File: src/rtl/mem_arbiter.sv
// Arbitrates the fetch and load/store ports onto one single-port word memory.
// Data wins by default; a saturating starvation counter eventually forces a fetch grant.
module mem_arbiter #(
  parameter int ADDR_W     = 16,
  parameter int STARVE_MAX = 4
) (
  input  logic              clk,
  input  logic              rst,
  input  logic              i_req,
  input  logic [31:0]       i_addr,
  output logic              i_gnt,
  output logic              i_rvalid,
  output logic [31:0]       i_rdata,
  output logic              i_err,
  input  logic              d_req,
  input  logic              d_we,
  input  logic [3:0]        d_be,
  input  logic [31:0]       d_addr,
  input  logic [31:0]       d_wdata,
  output logic              d_gnt,
  output logic              d_rvalid,
  output logic [31:0]       d_rdata,
  output logic              d_err,
  output logic              m_en,
  output logic              m_we,
  output logic [3:0]        m_be,
  output logic [ADDR_W-1:0] m_addr,
  output logic [31:0]       m_wdata,
  input  logic [31:0]       m_rdata
);

  localparam logic [3:0] STARVE_LIM = 4'(STARVE_MAX);

  typedef enum logic [1:0] {
    OWN_NONE  = 2'd0,
    OWN_FETCH = 2'd1,
    OWN_DATA  = 2'd2
  } own_e;

  own_e       own_q, own_d;
  logic       err_q, err_d;
  logic       st_q, st_d;
  logic [3:0] starve_q, starve_d;
  logic       d_pri;
  logic       i_ok, d_ok;
  logic       unused_addr_lsb;

  // Every bit above the word-address field must be zero.
  function automatic logic in_range(input logic [31:0] addr);
    return (addr >> (ADDR_W + 2)) == 32'd0;
  endfunction

  function automatic logic [3:0] sat_inc(input logic [3:0] cnt);
    return (cnt >= STARVE_LIM) ? STARVE_LIM : cnt + 4'd1;
  endfunction

  assign unused_addr_lsb = ^{i_addr[1:0], d_addr[1:0]};

  // Stage 0: selection, range check and memory command (combinational)
  assign i_ok  = in_range(i_addr);
  assign d_ok  = in_range(d_addr);
  assign d_pri = d_req && (starve_q < STARVE_LIM);

  always_comb begin
    i_gnt   = 1'b0;
    d_gnt   = 1'b0;
    m_en    = 1'b0;
    m_we    = 1'b0;
    m_be    = 4'd0;
    m_addr  = '0;
    m_wdata = 32'd0;
    if (!rst) begin
      if (d_pri) begin
        d_gnt = 1'b1;
      end else if (i_req) begin
        i_gnt = 1'b1;
      end else if (d_req) begin
        d_gnt = 1'b1;
      end
    end
    if (i_gnt) begin
      m_en   = i_ok;
      m_addr = i_addr[ADDR_W+1:2];
    end else if (d_gnt) begin
      m_en    = d_ok;
      m_we    = d_ok && d_we;
      m_be    = (d_ok && d_we) ? d_be : 4'd0;
      m_addr  = d_addr[ADDR_W+1:2];
      m_wdata = d_wdata;
    end
  end

  always_comb begin
    starve_d = 4'd0;
    if (i_req && !i_gnt) begin
      starve_d = sat_inc(starve_q);
    end
  end

  always_comb begin
    own_d = OWN_NONE;
    err_d = 1'b0;
    st_d  = 1'b0;
    if (i_gnt) begin
      own_d = OWN_FETCH;
      err_d = !i_ok;
    end else if (d_gnt) begin
      own_d = OWN_DATA;
      err_d = !d_ok;
      st_d  = d_we;
    end
  end

  // Stage 1: response ownership register
  always_ff @(posedge clk) begin
    if (rst) begin
      own_q    <= OWN_NONE;
      starve_q <= 4'd0;
    end else begin
      own_q    <= own_d;
      starve_q <= starve_d;
    end
  end

  always_ff @(posedge clk) begin
    err_q <= err_d;
    st_q  <= st_d;
  end

  // Response data comes straight from the memory read port, gated by ownership.
  always_comb begin
    i_rvalid = (own_q == OWN_FETCH);
    d_rvalid = (own_q == OWN_DATA);
    i_err    = i_rvalid && err_q;
    d_err    = d_rvalid && err_q;
    i_rdata  = (i_rvalid && !err_q) ? m_rdata : 32'd0;
    d_rdata  = (d_rvalid && !err_q && !st_q) ? m_rdata : 32'd0;
  end

endmodule

File: config.mk
export PLATFORM = sky130hd
export DESIGN_NAME = mem_arbiter
export DESIGN_NICKNAME = d
export VERILOG_FILES = /design/src/rtl/mem_arbiter.sv
export SDC_FILE = /design/constraint.sdc
export NUM_CORES = 1
export LEC_CHECK = 0
export CORE_AREA = 2 2 102 104
export CTS_CLUSTER_DIAMETER = 120
export DETAILED_ROUTE_END_ITERATION = 8
export DIE_AREA = 0 0 104 106
export PLACE_DENSITY = 0.67
export SETUP_SLACK_MARGIN = 0.1
export SLEW_MARGIN = 40
export SYNTH_ARGS = -nofsm -noshare
export SYNTH_HDL_FRONTEND = slang
export SYNTH_SLANG_ARGS = --single-unit
File: constraint.sdc
create_clock -name clk -period 2.2 [get_ports clk]
set_input_delay 0.66 -clock clk [delete_from_list [all_inputs] [get_ports clk]]
set_output_delay 0.66 -clock clk [all_outputs]
set_load 0.05 [all_outputs]
# Yosys cells after proc, flatten, opt, wreduce, memory -nomap -nowiden
# Index checks and enable logic that the tools add are counted.
# word_totals
out_inout_bits	124
regBits	8
wordCells	57
# classes
bitwise	2
n_mux	25
n_lt_le_gt_ge	2
eq_ne	2
addsub	1
reduce_logical	19
# ops
op	n
2-to-1 mux 32 bit	4
logical NOT 32 bit	2
2-to-1 mux 16 bit	2
2-to-1 mux 1 bit	14
2-to-1 mux 4 bit	3
logical AND 1 bit	8
OR reduction 2 bit	3
logical NOT 1 bit	5
adder 4 x 1 -> 4 bit, second input constant	1
greater-or-equal comparator 4 x 3 -> 1 bit, second input constant	1
less-than comparator 4 x 3 -> 1 bit, second input constant	1
2-to-1 mux 3 bit	1
OR reduction 3 bit	1
equality test 2 x 1 -> 1 bit, second input constant	1
equality test 2 bit, second input constant	1
2-to-1 mux 2 bit	1
inverter 1 bit	2

# Depth between registers and ports, before layout
# Gate-level depths: netlist of the first run.
# depth
depth_word	8
mapped_depth	5
ltp_nobuf	4

# Least setup slack after synthesis of the first run
# No wires, ideal clock.
# synth_timing
path_type	input -> output
from	input d_req
to	output m_be[0]
slack_ns	-0.731
required_time_ns	1.540
arrival_ns	2.271
cell_stages	3
cell_sequence	nor2b_1 -> nand3_1 -> nor3_1
# synth_via
elab_chain_cells	6
word_cells_on_any_way	9
# synth_rtl
element	line_no	text
start, declared	15	input logic d_req,
2-to-1 mux 1 bit	77	end else if (d_req) begin
2-to-1 mux 1 bit	75	end else if (i_req) begin
2-to-1 mux 1 bit	73	if (d_pri) begin
2-to-1 mux 1 bit	72	if (!rst) begin
2-to-1 mux 4 bit	84	end else if (d_gnt) begin
2-to-1 mux 4 bit *	81	if (i_gnt) begin
end, declared	26	output logic [3:0] m_be,
# Every way passes the cells marked *; elsewhere a longest branch is shown, timed or not.

# Worst setup path after layout of the first run
# layout_timing
from	input d_req
to	output m_addr[8]
# layout_via
elab_chain_cells	6
word_cells_on_any_way	9
# layout_rtl
element	line_no	text
2-to-1 mux 1 bit	77	
2-to-1 mux 1 bit	75	
2-to-1 mux 1 bit	73	
2-to-1 mux 1 bit	72	
2-to-1 mux 16 bit	84	
2-to-1 mux 16 bit *	81	
end, declared	27	output logic [ADDR_W-1:0] m_addr,
# Marked as above.

==> run_results.csv, run 1 <==
group,metric,value,unit
timing,tns,-9690,ps
timing,rsz0062_at_grt,"yes",
global_route,grt_first_pass_wirelength,16.2,mm
cells_and_area,finalNetCount,625,
die,die_w,104,µm
placement,gp_congestion,0.786,
routing,avgViaCountPerCell,4.24,
timing,setup_viol,54,
placement,preCtsSetupSlack,-628,ps
cts,cts_buffers,3,
timing,fin_hold_ws,472,ps
global_route,grt_pass1_vias,2895,
worst_hold_path,hp-class,"register to register",
placement,dp_hpwl,7.74,mm
synthesis,synth.yosys.seq_area_share,13.0,%
cells_and_area,drive_above_1_share,71.1,%
worst_setup_path,critPathKind,"input port to output pin",
synthesis,synth_edf_count,0,
worst_setup_path,critPathCaptureType,"output pin",
cts,clock_path_buffers,2,
global_route,overflow,0,
synthesis,ys.warnings.count,0,
synthesis,async_flop_share,0,%
power_and_ir_drop,powerDensity,245,nW/µm²
worst_setup_path,startpoint_type,"input port",
timing,max_freq,399,MHz
routing,vias,2630,
synthesis,syn_area,1230,µm²
routing,drt-initial-drc-count,66,
cts,cts.clk_slew.worst_paths,40,ps
timing,hold_viol,0,
synthesis,syn_nets,317,
power_and_ir_drop,peakVddDrop,149,µV
worst_setup_path,crit_fanout,5,
die,die_area,11000,µm²
global_route,grt_use_total,18.8,%
routing,dr.pass1.iters,4,
routing,remaining_drc_errors,0,
cells_and_area,num_antenna_cells,0,
synthesis,yosysUniqueCellTypes,26,
die,core,10000,µm²
timing,slew_viol_final,0,
synthesis,postSynthAreaPerCell,6.89,µm²
die,die_h,106,µm
timing,fin_crit,2510,ps
cells_and_area,final_core_util,65.6,%
die,io_pins,261,
run_status,violations,"negative setup slack",
routing,wl_per_cell,17.4,µm
synthesis,ys_ff_latch,8,
cts,cts_tree,"built",
power_and_ir_drop,p_leak,2.87,nW
synthesis,syn-instance-count,179,
timing,finClkSkew,4.82,ps
flow_run,max_cap_viol_count,0,
cts,htree_levels,1,
die,rows,37,
global_route,antenna_found_initial,0,
cells_and_area,area_delta_synth_final,432,%
worst_setup_path,critical_path_arrival,1850,ps
routing,totalWireLength,10.8,mm
die,initial_utilization,12.3,%
placement,io_buffer_count,256,
cts,clock-sinks,8,
synthesis,synth_ff_type,"dfxtp_1",
worst_setup_path,critical_path_required,1540,ps
routing,ant_nets,0,
timing,setup_slack,-308,ps
run_status,status,"finished with violations",
cts,cts-root-buf,"clkbuf_8",
timing,min_period_over_period,114,%
global_route,grt_max_degree,16,
cts,clkLatencyLatePin,230,ps
## worst max-delay path, stage by stage
cell      delay (ps)
buf_6             70
or3b_4           400
nand2b_4         140
buf_12           150
inv_12            40
a22o_4           240
buf_12           140
## registers in the layout (all words and copies together), names as in the netlist
signal and cells:
starve_q 4, own_q 2, err_q 1, st_q 1
## placed cells by master (no fill, tap or decap), drive strengths merged
cell / count
buf: 195
clkdlybuf4s50: 91
and2: 68
and3: 32
a22o: 17
dlygate4sd2: 14
inv: 10
clkbuf: 9
dfxtp: 8
clkdlybuf4s15: 6
nor4: 6
nor3: 5
nor2b: 4
nor2: 4
dlymetal6s2s: 3
nand2b: 2
nand4: 2
or3b: 1
o21ai: 1
nand2: 1
clkinv: 1
nor3b: 1
nand3: 1
o22ai: 1
ha: 1
conb: 1
## metrics by stage
| stage | area [µm²] | power [mW] | instances |
|---|---|---|---|
| 2_1_floorplan | 1740 | 0.640 | 179 |
| 3_3_place_gp | 5720 | 1.27 | 574 |
| 3_5_place_dp | 5720 | 1.28 | 574 |
| 4_1_cts | 6500 | 1.59 | 618 |
| 5_1_grt | 6560 | 1.66 | 621 |
| 6_report | 6560 | 1.60 | 621 |
## worst paths after layout
path | startpoint | end | slack [ps] | depth (start not counted)
max | d_req | m_addr[8] | -310 | 7
min | starve_q[0] | starve_q[0] | 470 | 1
max reg2reg | starve_q[3] | st_q | 240 | 12
min reg2reg | starve_q[0] | starve_q[0] | 470 | 1
## layout make-up
cell class / count / area (µm²)
Tap cell: 136 / 170
Timing Repair inverter: 2 / 22.5
Multi-Input combinational cell: 148 / 1600
Clock buffer: 3 / 41.3
Sequential cell: 8 / 163
Inverter: 9 / 51.3
Fill cell: 728 / 3440
Timing Repair Buffer: 315 / 4510
## Yosys cell counts (all sizes together), types with 2 or more instances
cell	n	area [µm²]
a22o	17	149
and2	68	425
and3	32	200
buf	4	28.8
clkbuf	10	37.5
dfxtp	8	160
inv	9	36.3
nand2b	2	20.0
nand4	2	12.5
nor2	4	15.0
nor2b	4	25.0
nor3	5	25.0
nor4	6	37.5
## power by group
part / internal [mW] / leakage (nW) / switching (mW)
clock: 0.118 / 0.0216 / 0.0552
sequential: 0.152 / 0.0665 / 0.00744
combinational: 0.719 / 2.78 / 0.552
total: 0.989 / 2.87 / 0.614
## cell families after synthesis
| logic type | count (synthesis) | share of synthesized area, % |
|---|---|---|
| AOI/OAI and AO/OA | 19 | 13.0 |
| adders and majority gates | 1 | 1.02 |
| buffers and inverters | 23 | 8.33 |
| DFF | 8 | 13.0 |
| other | 1 | 0.304 |
| and+or+nand+nor | 127 | 64.4 |
## metal layers
layer | global-route usage, % | vias to the layer above | share of wire (%)
met5 | 0 | - | 0
li1 | - | 1234 | -
met4 | 5.12 | 0 | 1.8
met3 | 3.86 | 12 | 6.9
met1 | 18.3 | 1230 | 32
met2 | 39.4 | 154 | 60
## repair_timing
item,4_1_cts,5_1_grt
endpoints found under the hold margin,0,0
cloned,13,2
pin swaps,75,18
endpoints found under the setup margin,120,121
hold buffers,0,0
setup buffers,29,5
gates resized for setup,175,30
No activity file was read; power rests on OpenSTA's default activity.
==> run 2: changes to the inputs <==
TNS_END_PERCENT = 100   (was unset)
==> results of run 2 <==
Same layout as run 1: the final DEF is identical, and so are final timing and power.
==> run 3: changes to the inputs <==
CORE_AREA = 2 2 103 105   (was 2 2 102 104)
DIE_AREA = 0 0 105 107   (was 0 0 104 106)
GPL_ROUTABILITY_DRIVEN = 0   (was unset)
GPL_TIMING_DRIVEN = 0   (was unset)
PLACE_DENSITY = 0.64   (was 0.67)
clock period = 2.85 ns   (was 2.2 ns; I/O delays follow)
==> run 3 against run 2 <==
The run still ends with negative setup slack left. Worst hold slack worse by 45 ps. Global-route usage is 6.1 points lower. Non-clock buffer count down 27.
==> run_results.csv, run 3 (same netlist as run 1, synthesis figures left out) <==
group,metric,value,unit
routing,dr.pass1.iters,4,
cts,clkLatencyLatePin,230,ps
cells_and_area,stdcell_area,4460,µm²
power_and_ir_drop,p_leak,2.15,nW
timing,setup_viol,9,
global_route,grt_max_degree,11,
timing,max_freq,349,MHz
worst_setup_path,path_cells,"buf_6, or3b_4, nand2b_4, inv_8, buf_12, a22o_4, buf_8",
die,die_w,105,µm
cells_and_area,reg_top3,"starve_q: 4 flops, own_q: 2 flops",
global_route,grt_first_pass_wirelength,11.7,mm
cells_and_area,layout.area.seq,160,µm²
die,io_pins,261,
power_and_ir_drop,p_seq_share,12.9,%
timing,hold_viol,0,
cells_and_area,drive_above_1_share,46.8,%
power_and_ir_drop,p_sw_share,42.6,%
cts,clock-sinks,8,
cells_and_area,fill_cells,1019,
cts,clock_path_buffers,2,
timing,finClkSkew,5.00,ps
worst_setup_path,crit_fanout,8,
cells_and_area,finalNetCount,597,
timing,setup_slack,-15.6,ps
timing,rsz0062_at_grt,"yes",
timing,min_period_over_period,101,%
cells_and_area,final_common_cell,"clkdlybuf4s50_1",
routing,wl_per_cell,13.5,µm
power_and_ir_drop,peakVddDrop,96.3,µV
die,die_area,11200,µm²
placement,preCtsSetupSlack,-1220,ps
worst_setup_path,critPathKind,"input port to output pin",
die,core,10100,µm²
routing,totalWireLength,8.03,mm
routing,drt-initial-drc-count,40,
die,die_h,107,µm
routing,vias,2357,
cells_and_area,multi_input_area,1250,µm²
run_status,status,"finished with violations",
timing,slew_viol_final,0,
worst_setup_path,critical_path_arrival,2010,ps
worst_setup_path,critPathMaxStageDelay,390,ps
cells_and_area,num_antenna_cells,0,
power_and_ir_drop,switchingPower,0.402,mW
power_and_ir_drop,powerDensity,211,nW/µm²
placement,placed_area,4080,µm²
run_status,violations,"negative setup slack",
worst_hold_path,hp-class,"register to register",
worst_setup_path,r2r_slack,1370,ps
worst_setup_path,cp_slowest_cell,"or3b_4",
power_and_ir_drop,p_int,0.542,mW
timing,relSlewSlack,65.8,%
worst_setup_path,critical_path_required,2000,ps
die,initial_utilization,12.2,%
worst_setup_path,critPathCaptureType,"output pin",
cells_and_area,area_delta_synth_final,262,%
placement,dp_hpwl,6.62,mm
worst_setup_path,startpoint_type,"input port",
global_route,antenna_found_initial,0,
placement,io_buffer_count,256,
global_route,overflow,0,
die,rows,37,
cells_and_area,layout_common_cells,"104 x clkdlybuf4s50_1, 68 x and2_1, 47 x buf_6",
cells_and_area,largest-register,"starve_q",
cts,cts.clk_slew.worst_paths,40,ps
cts,htree_levels,1,
global_route,grt_pass1_vias,2431,
timing,tns,-88.1,ps
routing,avgViaCountPerCell,3.97,
power_and_ir_drop,pwr-share-clk,14.1,%
routing,ant_nets,0,
power_and_ir_drop,pwr-share-comb,73.0,%
cts,cts-root-buf,"clkbuf_8",
cts,cts_buffers,3,
cts,cts_tree,"built",
timing,fin_crit,2870,ps
routing,remaining_drc_errors,0,
cells_and_area,largest_reg_flops,4,
timing,tightest_slew,512,ps
global_route,grt_use_total,12.7,%
flow_run,max_cap_viol_count,0,
==> run 3: cell types whose count changed in the layout (fill, tap and decap cells not counted), moves of 14 or more <==
cell / delta
buf_2: +35
and3_1: +26
and2_1: +64
and2_4: -64
buf_6: +14
clkdlybuf4s15_2: +33
buf_12: -127
and3_4: -26
==> run 3: critical path: cells and delay by family <==
family,cells,cell delay [ps]
compound gates,1,240
buf+inv,4,410
simple gates,2,500
==> run 3: worst paths after layout <==
check              startpoint     endpoint  depth (start not counted)
setup / recovery        d_req   m_addr[12]                          7
hold / removal    starve_q[0]  starve_q[0]                          1
setup reg to reg  starve_q[3]        err_q                          6
hold reg to reg   starve_q[0]  starve_q[0]                          1
==> run 3: through the flow <==
step | utilization (%) | cells | hold slack [ps] | total power, mW
after detailed placement | 40.4 | 571 | 425 | 0.763
after floorplan | - | 179 | 407 | 0.440
final | 44.2 | 593 | 427 | 0.943
after global routing | 44.2 | 593 | 455 | 0.985
after CTS | 44.7 | 592 | 428 | 0.941
after global placement | 40.4 | 571 | 415 | 0.757
==> run 3: cell type report <==
cell class	count	area share [%]
buffer	14	2.80
tap	136	3.81
multi-input combinational	148	28.1
inverter	9	1.04
clock buffer	3	0.925
sequential	8	3.59
timing repair buffer	274	59.6
timing repair inverter	1	0.168
==> run 3: layer usage <==
metal / vias to the layer above / global-route usage [%] / wire length (µm)
met4: 0 / 1.24 / 27
met3: 4 / 4.19 / 785
met5: - / 0 / 0
met2: 149 / 26.0 / 4330
met1: 1032 / 12.6 / 2890
li1: 1172 / - / -
==> run 3: power groups by stage <==
stage | Clock (mW) | Combinational (mW) | Sequential (mW)
after global placement | 0 | 0.635 | 0.122
after global routing | 0.143 | 0.720 | 0.123
after CTS | 0.134 | 0.685 | 0.122
after floorplan | 0 | 0.319 | 0.121
after detailed placement | 0 | 0.641 | 0.122
final | 0.133 | 0.688 | 0.122
==> run 3: what timing repair did <==
| action | in CTS | in global routing |
|---|---|---|
| pin swaps | 25 | 15 |
| endpoints found under the setup margin | 120 | 94 |
| cloned | 3 | 0 |
| setup buffers | 15 | 1 |
| gates resized for setup | 687 | 108 |
| hold buffers | 0 | 0 |
